[src/rtl/mem_arb_pkg.sv]
// mem_arb_pkg: shared types for the main-memory arbiter.
// FSM encodings, requester IDs and the fixed priority order.
package mem_arb_pkg;

  typedef enum logic [1:0] {
    ST_IDLE  = 2'd0,
    ST_ISSUE = 2'd1,
    ST_WAIT  = 2'd2,
    ST_DRAIN = 2'd3
  } arb_state_e;

  typedef enum logic [1:0] {
    REQ_AC = 2'd0,
    REQ_PU = 2'd1,
    REQ_IO = 2'd2
  } req_id_e;

  localparam int NREQ = 3;

  // Highest priority in the low field.
  localparam logic [2*NREQ-1:0] PRIO_ORDER = {REQ_IO, REQ_PU, REQ_AC};

  function automatic req_id_e pick_req(input logic [NREQ-1:0] i_pend);
    req_id_e w_id;
    w_id = REQ_AC;
    for (int i = NREQ - 1; i >= 0; i--) begin
      if (i_pend[PRIO_ORDER[2*i +: 2]]) begin
        w_id = req_id_e'(PRIO_ORDER[2*i +: 2]);
      end
    end
    return w_id;
  endfunction

endpackage

[src/rtl/mem_req_slot.sv]
// mem_req_slot: one requester's pending bit and latched operands.
// Flags a request that lands on an already pending slot.
module mem_req_slot
  import mem_arb_pkg::*;
#(
  parameter int ADDR_W = 10,
  parameter int DATA_W = 31
) (
  input  logic              clk,
  input  logic              resetn,
  input  logic              i_req,
  input  logic              i_we,
  input  logic [ADDR_W-1:0] i_addr,
  input  logic [DATA_W-1:0] i_wdata,
  input  logic              i_rel,
  input  logic              i_clear,
  output logic              o_pending,
  output logic              o_we,
  output logic [ADDR_W-1:0] o_addr,
  output logic [DATA_W-1:0] o_wdata,
  output logic              o_ovr
);

  logic              r_pending;
  logic              r_we;
  logic [ADDR_W-1:0] r_addr;
  logic [DATA_W-1:0] r_wdata;
  logic              w_take;

  // A slot being released this cycle can accept a fresh request.
  assign w_take = i_req & (~r_pending | i_rel);
  assign o_ovr  = i_req & r_pending & ~i_rel & ~i_clear;

  always_ff @(posedge clk or negedge resetn) begin
    if (!resetn) begin
      r_pending <= 1'b0;
      r_we      <= 1'b0;
      r_addr    <= '0;
      r_wdata   <= '0;
    end else if (i_clear) begin
      r_pending <= 1'b0;
    end else if (w_take) begin
      r_pending <= 1'b1;
      r_we      <= i_we;
      r_addr    <= i_addr;
      r_wdata   <= i_wdata;
    end else if (i_rel) begin
      r_pending <= 1'b0;
    end
  end

  assign o_pending = r_pending;
  assign o_we      = r_we;
  assign o_addr    = r_addr;
  assign o_wdata   = r_wdata;

endmodule

[src/rtl/mem_arbiter.sv]
// mem_arbiter: fixed-priority sharing of the main-memory port.
// Watchdog is built only with `define MEM_ARB_TIMEOUT_EN.
module mem_arbiter
  import mem_arb_pkg::*;
#(
  parameter int ADDR_W      = 10,
  parameter int DATA_W      = 31,
  parameter int TIMEOUT_CYC = 255
) (
  input  logic              clk,
  input  logic              resetn,
  input  logic              pu_rd_from_pu,
  input  logic [ADDR_W-1:0] pu_addr_from_sel,
  output logic              pu_reply_to_pu,
  input  logic              ac_wr_from_ac,
  input  logic [ADDR_W-1:0] ac_addr_from_sel,
  input  logic [DATA_W-1:0] ac_wdata_from_ac,
  output logic              ac_reply_to_ac,
  input  logic              io_req_from_io,
  input  logic              io_we_from_io,
  input  logic [ADDR_W-1:0] io_addr_from_io,
  input  logic [DATA_W-1:0] io_wdata_from_io,
  output logic              io_reply_to_io,
  output logic [DATA_W-1:0] rdata_to_all,
  output logic              mem_req_to_mem,
  output logic              mem_we_to_mem,
  output logic [ADDR_W-1:0] mem_addr_to_mem,
  output logic [DATA_W-1:0] mem_wdata_to_mem,
  input  logic              mem_ack_from_mem,
  input  logic [DATA_W-1:0] mem_rdata_from_mem,
  input  logic              clear_from_pnl,
  output logic              overrun_to_pnl,
  output logic              timeout_to_pnl,
  output logic [1:0]        arb_state_to_pnl
);

  if (TIMEOUT_CYC < 1) begin : g_bad_tmo
    $error("TIMEOUT_CYC must be at least 1");
  end

  logic [NREQ-1:0]   w_req;
  logic [NREQ-1:0]   w_we_in;
  logic [ADDR_W-1:0] w_addr_in  [NREQ];
  logic [DATA_W-1:0] w_wdata_in [NREQ];
  logic [NREQ-1:0]   w_pend;
  logic [NREQ-1:0]   w_s_we;
  logic [ADDR_W-1:0] w_s_addr   [NREQ];
  logic [DATA_W-1:0] w_s_wdata  [NREQ];
  logic [NREQ-1:0]   w_ovr;

  arb_state_e        r_state;
  arb_state_e        w_state_nxt;
  req_id_e           r_gnt;
  req_id_e           w_sel;
  logic              r_mem_req;
  logic              r_mem_we;
  logic [ADDR_W-1:0] r_mem_addr;
  logic [DATA_W-1:0] r_mem_wdata;
  logic [NREQ-1:0]   r_reply;
  logic [DATA_W-1:0] r_rdata;
  logic              r_overrun;
  logic              r_timeout;
  logic              w_grant;
  logic              w_done;
  logic              w_tmo;
  logic              w_tmo_hit;

  assign w_req   = {io_req_from_io, pu_rd_from_pu, ac_wr_from_ac};
  assign w_we_in = {io_we_from_io, 1'b0, 1'b1};

  assign w_addr_in[REQ_AC]  = ac_addr_from_sel;
  assign w_addr_in[REQ_PU]  = pu_addr_from_sel;
  assign w_addr_in[REQ_IO]  = io_addr_from_io;
  assign w_wdata_in[REQ_AC] = ac_wdata_from_ac;
  assign w_wdata_in[REQ_PU] = '0;
  assign w_wdata_in[REQ_IO] = io_wdata_from_io;

  for (genvar g = 0; g < NREQ; g++) begin : g_slot
    mem_req_slot #(
      .ADDR_W (ADDR_W),
      .DATA_W (DATA_W)
    ) u_slot (
      .clk       (clk),
      .resetn    (resetn),
      .i_req     (w_req[g]),
      .i_we      (w_we_in[g]),
      .i_addr    (w_addr_in[g]),
      .i_wdata   (w_wdata_in[g]),
      .i_rel     (r_reply[g]),
      .i_clear   (clear_from_pnl),
      .o_pending (w_pend[g]),
      .o_we      (w_s_we[g]),
      .o_addr    (w_s_addr[g]),
      .o_wdata   (w_s_wdata[g]),
      .o_ovr     (w_ovr[g])
    );
  end

  assign w_sel = pick_req(w_pend);

`ifdef MEM_ARB_TIMEOUT_EN
  localparam int TMO_W = $clog2(TIMEOUT_CYC + 1);

  logic [TMO_W-1:0] r_tmo_cnt;
  logic             w_cnt_run;

  assign w_cnt_run = ((r_state == ST_WAIT) || (r_state == ST_DRAIN))
                   && (w_state_nxt == r_state);

  always_ff @(posedge clk or negedge resetn) begin
    if (!resetn) begin
      r_tmo_cnt <= '0;
    end else if (w_cnt_run) begin
      r_tmo_cnt <= r_tmo_cnt + TMO_W'(1);
    end else begin
      r_tmo_cnt <= '0;
    end
  end

  assign w_tmo_hit = (r_tmo_cnt == TMO_W'(TIMEOUT_CYC - 1));
`else
  assign w_tmo_hit = 1'b0;
`endif

  // A reply pulse still in flight holds off the next grant for a cycle.
  always_comb begin
    w_state_nxt = r_state;
    w_grant     = 1'b0;
    w_done      = 1'b0;
    w_tmo       = 1'b0;
    unique case (r_state)
      ST_IDLE: begin
        if (!clear_from_pnl && (|w_pend) && !(|r_reply)) begin
          w_grant     = 1'b1;
          w_state_nxt = ST_ISSUE;
        end
      end
      ST_ISSUE: begin
        w_state_nxt = clear_from_pnl ? ST_DRAIN : ST_WAIT;
      end
      ST_WAIT: begin
        if (mem_ack_from_mem) begin
          w_state_nxt = ST_IDLE;
          w_done      = ~clear_from_pnl;
        end else if (clear_from_pnl) begin
          w_state_nxt = ST_DRAIN;
        end else if (w_tmo_hit) begin
          w_state_nxt = ST_IDLE;
          w_done      = 1'b1;
          w_tmo       = 1'b1;
        end
      end
      ST_DRAIN: begin
        if (mem_ack_from_mem) begin
          w_state_nxt = ST_IDLE;
        end else if (w_tmo_hit) begin
          w_state_nxt = ST_IDLE;
          w_tmo       = 1'b1;
        end
      end
    endcase
  end

  always_ff @(posedge clk or negedge resetn) begin
    if (!resetn) begin
      r_state     <= ST_IDLE;
      r_gnt       <= REQ_AC;
      r_mem_req   <= 1'b0;
      r_mem_we    <= 1'b0;
      r_mem_addr  <= '0;
      r_mem_wdata <= '0;
      r_reply     <= '0;
      r_rdata     <= '0;
      r_overrun   <= 1'b0;
      r_timeout   <= 1'b0;
    end else begin
      r_state   <= w_state_nxt;
      r_mem_req <= w_grant;
      if (w_grant) begin
        r_gnt       <= w_sel;
        r_mem_we    <= w_s_we[w_sel];
        r_mem_addr  <= w_s_addr[w_sel];
        r_mem_wdata <= w_s_wdata[w_sel];
      end
      r_reply <= '0;
      if (w_done) begin
        r_reply[r_gnt] <= 1'b1;
      end
      if (w_done && !w_tmo && !r_mem_we) begin
        r_rdata <= mem_rdata_from_mem;
      end
      if (clear_from_pnl) begin
        r_overrun <= 1'b0;
      end else if (|w_ovr) begin
        r_overrun <= 1'b1;
      end
      if (w_tmo) begin
        r_timeout <= 1'b1;
      end
    end
  end

  assign ac_reply_to_ac   = r_reply[REQ_AC];
  assign pu_reply_to_pu   = r_reply[REQ_PU];
  assign io_reply_to_io   = r_reply[REQ_IO];
  assign rdata_to_all     = r_rdata;
  assign mem_req_to_mem   = r_mem_req;
  assign mem_we_to_mem    = r_mem_we;
  assign mem_addr_to_mem  = r_mem_addr;
  assign mem_wdata_to_mem = r_mem_wdata;
  assign overrun_to_pnl   = r_overrun;
  assign timeout_to_pnl   = r_timeout;
  assign arb_state_to_pnl = r_state;

endmodule

[config.mk]
export PLATFORM = sky130hd
export DESIGN_NAME = mem_arbiter
export DESIGN_NICKNAME = d
export VERILOG_FILES = /design/src/rtl/mem_arb_pkg.sv /design/src/rtl/mem_req_slot.sv /design/src/rtl/mem_arbiter.sv
export SDC_FILE = /design/constraint.sdc
export NUM_CORES = 1
export LEC_CHECK = 0
export CAP_MARGIN = 20
export CORE_MARGIN = 2
export CORE_UTILIZATION = 35
export DETAILED_ROUTE_END_ITERATION = 10
export PLACE_DENSITY_LB_ADDON = 0.05
export SKIP_LAST_GASP = 1
export SLEW_MARGIN = 10
export SYNTH_ARGS = -nofsm -noshare
export SYNTH_HDL_FRONTEND = slang
export SYNTH_SLANG_ARGS = --single-unit
[constraint.sdc]
create_clock -name clk -period 4.1 [get_ports clk]
set_clock_uncertainty 0.15 [all_clocks]
set_input_delay 0.82 -clock clk [delete_from_list [all_inputs] [get_ports clk]]
set_output_delay 0.82 -clock clk [all_outputs]
set_load 0.05 [all_outputs]
==> impl_metrics.yaml <==
drt:
  wl_per_cell_um: 18.61
  vias_per_cell: 4.911
  drt_iter0_markers: 153
  drt_first_pass_iters: 4
  vias: 4882
  drc: 0
  wl_um: 18500
  postRouteAntennaNets: 0
floorplanning:
  die_h_um: 149.7
  row_count: 53
  core_mm2: 0.02096
  dieArea_mm2: 0.02241
  start_util_pct: 35.45
  io-pin-count: 212
  fp.dieW_um: 149.7
power_and_ir_drop:
  switchingPower_w: 0.002861
  p_leak_nw: 4.268
  p_seq_share_pct: 36.2
  power_frac_comb_pct: 41.7
  p_int_w: 0.004526
  p_clk_share_pct: 22.0
  power_density_mw_per_mm2: 715.1
  ir_drop_mv: 0.4390
  switching_share_pct: 38.73
clock_tree:
  cts_hold_buf: 0
  clk_pin_slew_ps: 70
  cts.path.max_buffers: 2
  cts_resized: 0
  worstSkewPairLatency_ps: 420
  cts_tree: "yes"
  numCtsBuffers: 17
  htreeDepth: 4
  clockRootBuffer: "clkbuf_16"
  cts_setup_buffers: 0
  cts_sinks: 179
synth:
  synthCells: 496
  synthFlopType: "dfrtp_1"
  ys_seq_area_share_pct: 60.29
  avgSynthCellArea_um2: 14.98
  yosysTopAreaCellShare_pct: 60.29
  synth_xor_area_share_pct: 0
  synth_top_family_by_area: "multiplexers"
  synth_edf_count: 0
  ys_ff_latch: 179
  async_reset_ff_share_pct: 100.0
  synthTopCellsByCount: "179 x dfrtp_1, 148 x mux2_2, 29 x a22o_1, 18 x nor2_1, 15 x buf_6"
  synthAdderAreaFrac_pct: 0
  netlist_top_cells_area: "dfrtp_1 60%, mux2_2 22%, a22o_1 3.4%, buf_6 2.3%, mux2_1 2.1%"
  yosys.area.top_type: "dfrtp_1"
  ys_types: 36
  synth_area_mm2: 0.007430
  synth_compound_area_share_pct: 6.366
  synth-simple-area-share_pct: 4.530
  synth_mux_area_share_pct: 24.69
  synthesis.nets: 627
  synthMostInstantiatedCell: "dfrtp_1"
  ys_warn_count: 0
critical_path:
  arrival_ps: 1780
  crit_buf_inv: 1
  cp-end-kind: "primary output"
  start_kind: "register"
  cp_max_fo: 8
  crit_family: "buffers and inverters"
  required_ps: 3130
  path_cells: "clkdlybuf4s50_1"
  crit_type: "reg -> out"
  cpMaxStageDelayCell: "clkdlybuf4s50_1"
  cpPeakStageDelay_ps: 870
  reg2reg_slack_ps: 1490
place:
  dp_hpwl_um: 12260
  routabilityCongestion: 0.7188
  io_buffer_count: 210
grt:
  overflow: 0
  grt_pass1_wl_um: 29400
  grt_pass1_vias: 5395
  grt_start_max_net_pins: 87
  groute.usage.overall_pct: 17.23
  antenna_found_initial: 0
timing:
  fin_setup_tns_ps: 0
  slew_headroom_pct: 30.14
  tightest_slew_ps: 1048
  min_period_ps: 2754
  setup_viol: 0
  whs_ps: 266.8
  hold_viol_final: 0
  finalCritPeriodShare_pct: 67.17
  fmax_mhz: 363.1
  maxSlewViolCount: 0
  rsz0062_at_grt: "no"
cells_and_area:
  drive_above_1_share_pct: 28.37
  diodes: 0
  syn_to_final_growth_pct: 39.05
  fin_nets: 838
  final.fill_count: 1882
outcome:
  status: "finished, final reports clean"
flow_run:
  max_cap_violations: 0
hold_path:
  min_path_type: "in -> async"
[power by group through the flow]
stage	Clock (W)	Sequential (W)	Combinational [W]
after CTS	0.00168	0.00269	0.00312
after floorplan	0	0.00389	0.000805
final	0.00163	0.00268	0.00308
after detailed placement	0	0.00271	0.00311
after global routing	0.00176	0.00276	0.00323
after global placement	0	0.00269	0.00308
[state kept, by name (all words and copies together) (netlist names)]
register and cells:
arb_state_to_pnl 2, g_slot.u_slot.o_addr 30, g_slot.u_slot.o_pending 3, g_slot.u_slot.o_wdata 62, g_slot.u_slot.o_we 2, mem_addr_to_mem 10
mem_req_to_mem 1, mem_wdata_to_mem 31, mem_we_to_mem 1, overrun_to_pnl 1, r_gnt 2, r_reply 3
rdata_to_all 31
[layer usage]
layer  part of all wire, %  routed length (um)  track usage, %  vias to the layer above
met5                     0                   0               0                        -
met4                  0.94                 174           4.245                        0
met3                   8.8                1619           6.829                       12
met2                    49                9018           28.33                      156
met1                    42                7683           21.33                     2504
li1                      -                   -               -                     2210
[cells by family after synthesis]
kind of cell	Yosys count
buffers and inverters	44
AOI/OAI and AO/OA	58
muxes	163
DFF	179
other	1
and+or+nand+nor	51
[per-stage QoR]
| stage | cell area (um2) | cells | total power [W] | worst slack, ps | utilization, % |
|---|---|---|---|---|---|
| 2_1_floorplan | 7430 | 496 | 0.004692 | 1914 | - |
| 5_1_grt | 10330 | 994 | 0.007756 | 1293 | 49.30 |
| 4_1_cts | 10330 | 994 | 0.007486 | 1322 | 49.30 |
| 6_report | 10330 | 994 | 0.007387 | 1346 | 49.30 |
| 3_5_place_dp | 9744 | 963 | 0.005819 | 999.3 | 46.50 |
| 3_3_place_gp | 9744 | 963 | 0.005766 | 1048 | 46.50 |
[cell usage in the layout, fill, tap and decap left out, drive strengths merged]
cell type,count
dfrtp,179
clkbuf,21
o21bai,2
o22ai,1
a22o,29
a221oi,9
nor2,18
nor4b,1
nor3b,14
clkinvlp,5
a2bb2oi,3
nor3,5
mux2,162
o31a,1
a21oi,6
bufinv,2
or2,1
o41ai,2
a31oi,1
nor2b,4
clkdlybuf4s50,209
nand3b,1
conb,1
nor4,1
mux2i,1
nand4bb,1
or4,1
clkinv,1
nand2b,4
inv,15
a22oi,4
buf,14
[final cells by class]
cell class,instances,area (um2),area share (%)
Multi-Input combinational cell,273,2671,25.86
Clock inverter,10,126.4,1.223
Timing Repair Buffer,223,2201,21.30
Clock buffer,21,460.4,4.457
Inverter,13,48.80,0.4723
Tap cell,275,344.1,3.330
Sequential cell,179,4479,43.36
[final timing paths]
kind                                            startpoint                          to  cells after the start
worst max-delay path                   arb_state_to_pnl[1]         arb_state_to_pnl[1]                      1
worst min-delay path                                resetn  g_slot[2].u_slot.o_addr[5]                      1
worst max register to register  g_slot[0].u_slot.o_pending          mem_addr_to_mem[6]                      4
worst min register to register                    r_gnt[0]                  r_reply[2]                      1
max in group asynchronous                           resetn            rdata_to_all[17]                      2
min in group clk                                  r_gnt[0]                  r_reply[2]                      1
(Power assumes the default switching activity.)
